[src/rtl/ctrlpid_pkg.sv]
// Shared types and constants for the ctrlpid PWM stage: FSM states,
// drive-direction encoding and the PWM period helper.
package ctrlpid_pkg;

  typedef enum logic {
    ST_RUN  = 1'b0,
    ST_DEAD = 1'b1
  } state_t;

  localparam logic DIR_FWD = 1'b0;
  localparam logic DIR_REV = 1'b1;

  // Full-scale magnitude of a signed w-bit word; also the PWM period in clocks.
  function automatic int pmax(input int w);
    return (1 << (w - 1)) - 1;
  endfunction

endpackage

[src/rtl/ctrlpid_deadtime.sv]
// Loadable down-counter timing the bridge dead band. busy while the count
// is nonzero; expire flags the last dead cycle.
module ctrlpid_deadtime #(
  parameter int dtw = 6
) (
  input  logic           clk,
  input  logic           reset,
  input  logic           load,
  input  logic [dtw-1:0] value,
  output logic           busy,
  output logic           expire
);

  logic [dtw-1:0] count_q;
  logic [dtw-1:0] count_d;

  always_comb begin
    count_d = count_q;
    if (load) begin
      count_d = value;
    end else if (count_q != '0) begin
      count_d = count_q - 1'b1;
    end
  end

  always_ff @(posedge clk) begin
    if (reset) begin
      count_q <= '0;
    end else begin
      count_q <= count_d;
    end
  end

  assign busy   = (count_q != '0);
  assign expire = (count_q == dtw'(1));

endmodule

[src/rtl/ctrlpid_pwm.sv]
// Sign-magnitude H-bridge PWM with dead time on reversal.
// Optional brake on zero duty: define CTRLPID_PWM_BRAKE_EN.
module ctrlpid_pwm
  import ctrlpid_pkg::*;
#(
  parameter int ow  = 12,
  parameter int dtw = 6
) (
  input  logic           clk_pid,
  input  logic           reset,
  input  logic [ow-1:0]  m_k,
  input  logic [dtw-1:0] dead_time,
  output logic           pwm_a,
  output logic           pwm_b,
  output logic           period_start,
  output logic           dir,
  output state_t         dbg_state
);

  localparam int CW   = ow - 1;
  localparam int PMAX = pmax(ow);
  localparam logic [CW-1:0] CNT_LAST = CW'(PMAX - 1);
  localparam logic [CW-1:0] MAG_MAX  = CW'(PMAX);

`ifdef CTRLPID_PWM_BRAKE_EN
  localparam bit BRAKE = 1'b1;
`else
  localparam bit BRAKE = 1'b0;
`endif

  state_t        state_q, state_d;
  logic [CW-1:0] cnt_q, cnt_d;
  logic [CW-1:0] mag_q, mag_d;
  logic          sign_q, sign_d;
  logic          dir_q, dir_d;
  logic          pwm_a_q, pwm_a_d;
  logic          pwm_b_q, pwm_b_d;
  logic          ps_q, ps_d;

  logic [ow-1:0] m_neg;
  logic [CW-1:0] mag_n;
  logic          sign_n;
  logic          boundary;
  logic          mode_chg;
  logic          dt_load, dt_busy, dt_expire;
  logic          drive, brake_on, duty_on;

  // Most negative input has no positive twin; it saturates to full scale.
  always_comb begin
    m_neg  = -m_k;
    sign_n = m_k[ow-1];
    if (!sign_n) begin
      mag_n = m_k[CW-1:0];
    end else if (m_neg[ow-1]) begin
      mag_n = MAG_MAX;
    end else begin
      mag_n = m_neg[CW-1:0];
    end
  end

  // A mode is brake (zero duty, brake build only) or a drive direction.
  always_comb begin
    mode_chg = ((BRAKE && (mag_q == '0)) != (BRAKE && (mag_n == '0)))
             || ((mag_n != '0) && (sign_n != dir_q));
  end

  always_comb begin
    boundary = (cnt_q == CNT_LAST);
    cnt_d    = boundary ? '0 : cnt_q + 1'b1;
    mag_d    = boundary ? mag_n : mag_q;
    sign_d   = boundary ? sign_n : sign_q;
    state_d  = state_q;
    dir_d    = dir_q;
    dt_load  = 1'b0;
    case (state_q)
      ST_RUN: begin
        if (boundary) begin
          if (mode_chg && (dead_time != '0)) begin
            state_d = ST_DEAD;
            dt_load = 1'b1;
          end else if (mag_n != '0) begin
            dir_d = sign_n;
          end
        end
      end
      ST_DEAD: begin
        if (dt_expire || !dt_busy) begin
          state_d = ST_RUN;
          if (mag_d != '0) begin
            dir_d = sign_d;
          end
        end
      end
      default: state_d = ST_RUN;
    endcase

    // Compare against next-state count so outputs line up with cnt.
    drive    = (state_d == ST_RUN);
    brake_on = drive && BRAKE && (mag_d == '0);
    duty_on  = drive && (cnt_d < mag_d);
    pwm_a_d  = brake_on || (duty_on && (dir_d == DIR_FWD));
    pwm_b_d  = brake_on || (duty_on && (dir_d == DIR_REV));
    ps_d     = (cnt_d == '0);
  end

  always_ff @(posedge clk_pid) begin
    if (reset) begin
      state_q <= ST_RUN;
      cnt_q   <= '0;
      mag_q   <= '0;
      sign_q  <= 1'b0;
      dir_q   <= DIR_FWD;
      pwm_a_q <= 1'b0;
      pwm_b_q <= 1'b0;
      ps_q    <= 1'b0;
    end else begin
      state_q <= state_d;
      cnt_q   <= cnt_d;
      mag_q   <= mag_d;
      sign_q  <= sign_d;
      dir_q   <= dir_d;
      pwm_a_q <= pwm_a_d;
      pwm_b_q <= pwm_b_d;
      ps_q    <= ps_d;
    end
  end

  ctrlpid_deadtime #(
    .dtw(dtw)
  ) u_deadtime (
    .clk    (clk_pid),
    .reset  (reset),
    .load   (dt_load),
    .value  (dead_time),
    .busy   (dt_busy),
    .expire (dt_expire)
  );

  assign pwm_a        = pwm_a_q;
  assign pwm_b        = pwm_b_q;
  assign period_start = ps_q;
  assign dir          = dir_q;
  assign dbg_state    = state_q;

endmodule

[config.mk]
export PLATFORM = sky130hd
export DESIGN_NAME = ctrlpid_pwm
export DESIGN_NICKNAME = d
export VERILOG_FILES = /design/src/rtl/ctrlpid_pkg.sv /design/src/rtl/ctrlpid_deadtime.sv /design/src/rtl/ctrlpid_pwm.sv
export SDC_FILE = /design/constraint.sdc
export NUM_CORES = 1
export LEC_CHECK = 0
export BUFFER_PORTS_ARGS = -buffer_cell sky130_fd_sc_hd__buf_4
export CAP_MARGIN = 10
export CORE_UTILIZATION = 35
export CTS_CLUSTER_SIZE = 30
export DETAILED_ROUTE_END_ITERATION = 10
export GPL_TIMING_DRIVEN = 0
export PLACE_DENSITY_LB_ADDON = 0.08
export RECOVER_POWER = 100
export SYNTH_ARGS = -nofsm -noshare
export SYNTH_HDL_FRONTEND = slang
export SYNTH_SLANG_ARGS = --single-unit
[constraint.sdc]
create_clock -name clk_pid -period 3.7 [get_ports clk_pid]
set_input_delay 0.185 -clock clk_pid [delete_from_list [all_inputs] [get_ports clk_pid]]
set_output_delay 0.185 -clock clk_pid [all_outputs]
set_load 0.03 [all_outputs]
# --- Word level (Yosys, flattened, before mapping) ---
# Index checks and enable logic that the tools add are counted.
# Widths: inputs -> output; s select.
totals:
  register_bits: 34
  out_inout_bits: 5
  elab_cells: 50
op_classes:
  add_sub_neg: 3
  n_lt_le_gt_ge: 1
  n_eq_ne: 3
  muxes: 18
  bitwise_logic: 3
  reduce_logical: 13
ops:
  columns: ["cell", "n"]
  rows:
  - ["$mux 11", 4]
  - ["$reduce_bool 11->1", 2]
  - ["$mux 6", 2]
  - ["$neg 12->12", 1]
  - ["$reduce_bool 6->1", 2]
  - ["$add 11x1->11 const B", 1]
  - ["$eq 11x11->1 const B", 1]
  - ["$logic_not 11->1", 1]
  - ["$lt 11x11->1", 1]
  - ["$mux 1", 10]
  - ["$eq 6x1->1 const B", 1]
  - ["$sub 6x1->6 const B", 1]
  - ["$logic_and 1x1->1", 5]
  - ["$pmux 1 s2", 2]
  - ["$not 1->1", 3]
  - ["$reduce_bool 2->1", 1]
  - ["$logic_not 1->1", 1]
  - ["$logic_or 1x1->1", 1]
  - ["$ne 1x1->1", 1]

# --- Logic depth before layout (Yosys ltp) ---
depth:
  word_depth: 12
  depth_mapped: 17

# --- Hierarchy ---
# Synthesis repeated with hierarchy kept, for this count alone.
hier_totals:
  hier_cells: 297
  hier_area_um2: 2418.6
modules_own_cells:
  columns: ["module", "instances", "cells_per_inst", "area_each_um2", "seq_area_each_um2"]
  rows:
  - ["ctrlpid_pwm", 1, 252, 2026.9, 560.5]
  - ["ctrlpid_deadtime", 1, 45, 391.6, 120.1]

# --- Worst setup path after synthesis ---
# OpenSTA, ideal clock, no wires.
synth_timing:
  path_kind: "flip-flop to flip-flop"
  start: "register cnt_q[4]"
  end: "register pwm_a_q, in the netlist pwm_a"
  setup_time_ps: 58
  arrival_time_ps: 3451
  path_slack_ps: 191
  stages_incl_launch_ff: 16
  path_buffers: 2
  period_less_slack_ps: 3509
  cell_sequence: "dfxtp_1 and3_1 nand4_1 nor2_1 clkbuf_1 buf_1 mux2i_1 ha_1 nand2_1 nor3_1 nand3_1 a31oi_1 a2111oi_0 a21oi_1 or4b_1 o21ba_1"
synth_between:
  elab_chain_cells: 8
  word_cells_on_any_way: 17
  classes_between: "add/sub: 1; order compare: 1; eq/ne: 1; mux: 9; bitwise: 2; reduce/logical: 3"
synth_rtl:
  columns: ["element", "line_no", "rtl"]
  rows:
  - ["start: declaration", "ctrlpid_pwm.sv:32", "logic [CW-1:0] cnt_q, cnt_d;"]
  - ["start signal: assignment", "ctrlpid_pwm.sv:118", "cnt_q <= cnt_d;"]
  - ["parallel branches: the longest is 7 deep, another holds $add 11x1->11", null, null]
  - ["$logic_and 1x1->1 *", "ctrlpid_pwm.sv:101", "pwm_a_d = brake_on || (duty_on && (dir_d == DIR_FWD));"]
  - ["end signal: assignment", "ctrlpid_pwm.sv:122", "pwm_a_q <= pwm_a_d;"]
  - ["end: declaration", "ctrlpid_pwm.sv:36", "logic pwm_a_q, pwm_a_d;"]
# Mark *: on every way between the ends.
# A chain may end at the register's enable or synchronous reset.

# --- Final worst setup path ---
layout_timing:
  start: "register cnt_q[0]"
  end: "register pwm_a_q, in the netlist pwm_a"
# The elaborated chain is that of the path after synthesis.

==> reports/qor.tcl <==
set qor(synth.yosys.warnings) 0
set qor(share_of_the_core_filled_with_cells_pct) 43.56
set qor(timing.critical_path.cells) {inv_1, ha_1, nand4_1, or2_4, buf_4, a21oi_2, a21oi_2, ha_1, a21o_1, a21o_1, a21oi_1, nor2b_1, o21ai_1, a21oi_2, or4b_4, o21ba_1}
set qor(antenna_found_initial) 0
set qor(met2_length_mm) 2.611
set qor(synthesis.instances) 293
set qor(synth_cell_types) 52
set qor(fin_skew_ns) 0.005486
set qor(max_vdd_drop_v) 0.0002563
set qor(grt_max_degree) 11
set qor(ys.flop_type) {sky130_fd_sc_hd__dfxtp_1}
set qor(synth_enable_flop_cells) 0
set qor(crit_top_cell) {sky130_fd_sc_hd__a21oi_2}
set qor(p_per_area_nw_per_um2) 377.7
set qor(worst_slew_margin_relative_to_its_limit_pct) 63.53
set qor(top_layer_used) {met4}
set qor(max_cap_viols) 0
set qor(outcome) {finished, final reports clean}
set qor(die_h_um) 82.82
set qor(grt_remaining_overflow) 0
set qor(worst_skew_pair.late_latency_ns) 0.28
set qor(critPathArrivalTime_ns) 3.68
set qor(clkTransAtPathRegs_ns) 0.07
set qor(ctsRootBufferMaster) {sky130_fd_sc_hd__clkbuf_8}
set qor(top_library_cells_by_usage_in_the_layout_fill_and_taps_aside) {sky130_fd_sc_hd__nor2_1 (39), sky130_fd_sc_hd__dfxtp_1 (32), sky130_fd_sc_hd__nand2_1 (26)}
set qor(post_synth_xor_area_fraction_pct) 5.747
set qor(die_x_um) 82.82
set qor(worst-setup-path-type) {reg2reg}
set qor(cts_max_path_buffers) 2
set qor(layout_min_cycle_time_ns) 3.445
set qor(wire_per_inst_um) 14.37
set qor(antenna_cells) 0
set qor(fp.dieArea_um2) 6858
set qor(cp_slowest_stage_delay_ns) 0.53
set qor(clock_tree.htree_level_count) 2
set qor(synth-async-reset-ratio_pct) 0
set qor(mappedNetlistArea_um2) 2286
set qor(timing.critical_path.fanout_max) 10
set qor(gp_routability_congestion) 0.8742
set qor(postLayoutSetupSlackWorst_ns) 0.2547
set qor(critPathBufInv) 2
set qor(timing.critical_path.required_ns) 3.93
set qor(drc_errors) 0
set qor(clock_sink_count) 34
set qor(setup_viol) 0
set qor(layout-drive-gt1-share_pct) 18.84
set qor(sum_of_routed_wire_length_over_all_layers_mm) 5.834
set qor(grt_pass1_wl_mm) 9.777
set qor(worst_setup_path_start_kind) {flip-flop}
set qor(post_synthesis_mux_area_share_pct) 4.871
set qor(synth_area_per_cell_um2) 7.802
set qor(synthSimpleGateAreaFrac_pct) 30.05
set qor(layout_commonest_cell) {sky130_fd_sc_hd__nor2_1}
set qor(port_buffers) 20
set qor(fp.coreArea_um2) 6314
set qor(main_combinational_cell_family_by_area_after_synthesis) {simple AND/OR/NAND/NOR gates}
set qor(syn_to_final_growth_pct) 20.31
set qor(fmax_mhz) 290.2
set qor(initial_utilization_pct) 36.21
set qor(p_leak_nw) 1.090
set qor(cts_tree) {yes}
set qor(cts_buffers) 5
set qor(grt_use_total_pct) 17.40
set qor(vias_per_cell) 5.318
set qor(min-delay-path-class) {in2reg}
set qor(postCtsHoldBufs) 0
set qor(synth-seq-cells) 34
set qor(syn_nets) 328
set qor(critical_path.top_delay_family) {simple AND/OR/NAND/NOR gates}
set qor(r2r_setup_slack_ns) 0.25
set qor(floorplan.rows) 29
set qor(placement.setup.worst_slack_ns) -0.6483
set qor(drt_iter0_markers) 69
set qor(hpwl_mm) 4.475
set qor(post_synth_fa_ha_maj_area_fraction_pct) 8.210
set qor(timing_max_transition_violations_final) 0
set qor(worst_pin_slew_ns) 0.5421
set qor(finalCritPeriodShare_pct) 93.12
set qor(timing.final.hold_violations) 0
set qor(m1WireLength_mm) 2.889
set qor(vias) 2159
set qor(drtPass1Iterations) 4
set qor(crit_slowest_cell) {sky130_fd_sc_hd__or4b_4}
set qor(grt_pass1_vias) 2059
set qor(drt.antenna.violating_nets) 0
set qor(synth_compound_gate_area_share_pct) 17.08
set qor(detailroute.wirelength.met3_um) 234
set qor(design.final.nets) 363
set qor(crit_path_end_kind) {flip-flop}
set qor(boundaryPins) 25
set qor(synth_sequential_area_ratio_pct) 29.78
[worst reg2reg max path: stages, from the launching register on]
cell and delay (ns):
sky130_fd_sc_hd__dfxtp_2 0.36, sky130_fd_sc_hd__inv_1 0.09, sky130_fd_sc_hd__ha_1 0.15, sky130_fd_sc_hd__nand4_1 0.20
sky130_fd_sc_hd__or2_4 0.37, sky130_fd_sc_hd__buf_4 0.19, sky130_fd_sc_hd__a21oi_2 0.13, sky130_fd_sc_hd__a21oi_2 0.05
sky130_fd_sc_hd__ha_1 0.29, sky130_fd_sc_hd__a21o_1 0.16, sky130_fd_sc_hd__a21o_1 0.16, sky130_fd_sc_hd__a21oi_1 0.15
sky130_fd_sc_hd__nor2b_1 0.06, sky130_fd_sc_hd__o21ai_1 0.18, sky130_fd_sc_hd__a21oi_2 0.09, sky130_fd_sc_hd__or4b_4 0.53
sky130_fd_sc_hd__o21ba_1 0.22
[final timing paths]
kind / start / to / depth (start not counted)
hold / removal: dead_time[5] / u_deadtime.count_q[5]$_SDFFE_PP0P_ / 3
hold reg to reg: sign_q$_SDFF_PP0_ / sign_q$_SDFF_PP0_ / 2
setup / recovery: cnt_q[0]$_SDFF_PP0_ / pwm_a$_SDFF_PP0_ / 16
setup reg to reg: cnt_q[0]$_SDFF_PP0_ / pwm_a$_SDFF_PP0_ / 16
[synth_stat cells (3+ instances only)]
| library cell | number | share of area [%] |
|---|---|---|
| sky130_fd_sc_hd__dfxtp_1 | 34 | 30 |
| sky130_fd_sc_hd__nor4_1 | 6 | 1.6 |
| sky130_fd_sc_hd__nand2b_1 | 4 | 1.1 |
| sky130_fd_sc_hd__inv_1 | 9 | 1.5 |
| sky130_fd_sc_hd__mux2i_1 | 10 | 4.4 |
| sky130_fd_sc_hd__ha_1 | 15 | 8.2 |
| sky130_fd_sc_hd__or3_1 | 4 | 1.1 |
| sky130_fd_sc_hd__nor2b_1 | 6 | 1.6 |
| sky130_fd_sc_hd__clkbuf_1 | 8 | 1.3 |
| sky130_fd_sc_hd__nor3_1 | 19 | 4.2 |
| sky130_fd_sc_hd__nand4_1 | 6 | 1.6 |
| sky130_fd_sc_hd__nand2_1 | 26 | 4.3 |
| sky130_fd_sc_hd__a31oi_1 | 4 | 1.1 |
| sky130_fd_sc_hd__and3_1 | 4 | 1.1 |
| sky130_fd_sc_hd__xor2_1 | 9 | 3.4 |
| sky130_fd_sc_hd__nor2_1 | 40 | 6.6 |
| sky130_fd_sc_hd__xnor2_1 | 6 | 2.3 |
| sky130_fd_sc_hd__a21oi_1 | 23 | 5.0 |
| sky130_fd_sc_hd__o21ai_0 | 11 | 2.4 |
| sky130_fd_sc_hd__a21o_1 | 3 | 0.99 |
| sky130_fd_sc_hd__nand3_1 | 6 | 1.3 |
[power by group]
| group | switching, mW | internal [mW] |
|---|---|---|
| Combinational | 0.173 | 0.151 |
| Sequential | 0.0315 | 0.399 |
| Clock | 0.134 | 0.150 |
[flip-flops by register name, indices dropped and copies added, names as in the netlist]
signal,count
cnt_q,11
mag_q,11
u_deadtime.count_q,6
dbg_state,1
dir,1
period_start,1
pwm_a,1
pwm_b,1
sign_q,1
[cells by family (layout without fill, tap and decap cells)]
logic type                 Yosys count  in the layout
and+or+nand+nor                    134            134
adders and majority gates           15             15
muxes                               11             11
buffers and inverters               23             59
xor gates and xnor gates            15             15
AOI/OAI and AO/OA                   61             61
DFF                                 34             34
[layout make-up]
cell class	count	area, µm²
buffer	13	78.83
multi-input combinational	236	1568
sequential	34	683.2
tap	77	96.34
inverter	9	33.78
clock inverter	1	5.005
timing repair buffer	29	198.9
fill	676	3563
clock buffer	7	86.33
[timing repair]
action / 4_1_cts / 5_1_grt
endpoints found under the setup margin: 2 / 2
pin swaps: 2 / 5
gates resized for setup: 17 / 16
setup buffers: 2 / 7
[layer usage]
layer	GRT usage (%)	up-vias
li1	-	1124
met2	27.94	41
met5	0	-
met3	3.479	8
met1	23.42	986
met4	5.486	0
[metrics by stage]
| step | cells | cell area [µm²] | TNS, ns | total power, mW | hold slack (ns) |
|---|---|---|---|---|---|
| final | 406 | 2750 | 0 | 1.039 | 0.1534 |
| after global routing | 406 | 2750 | -0.01066 | 1.113 | 0.1677 |
| after CTS | 400 | 2676 | 0 | 1.048 | 0.1550 |
| after detailed placement | 390 | 2532 | -1.240 | 0.7590 | 0.4448 |
| after global placement | 390 | 2532 | -1.371 | 0.7543 | 0.4345 |
| after floorplan | 293 | 2286 | 0 | 0.6779 | 0.3255 |
Note: power is estimated with default switching activity, not from simulation.
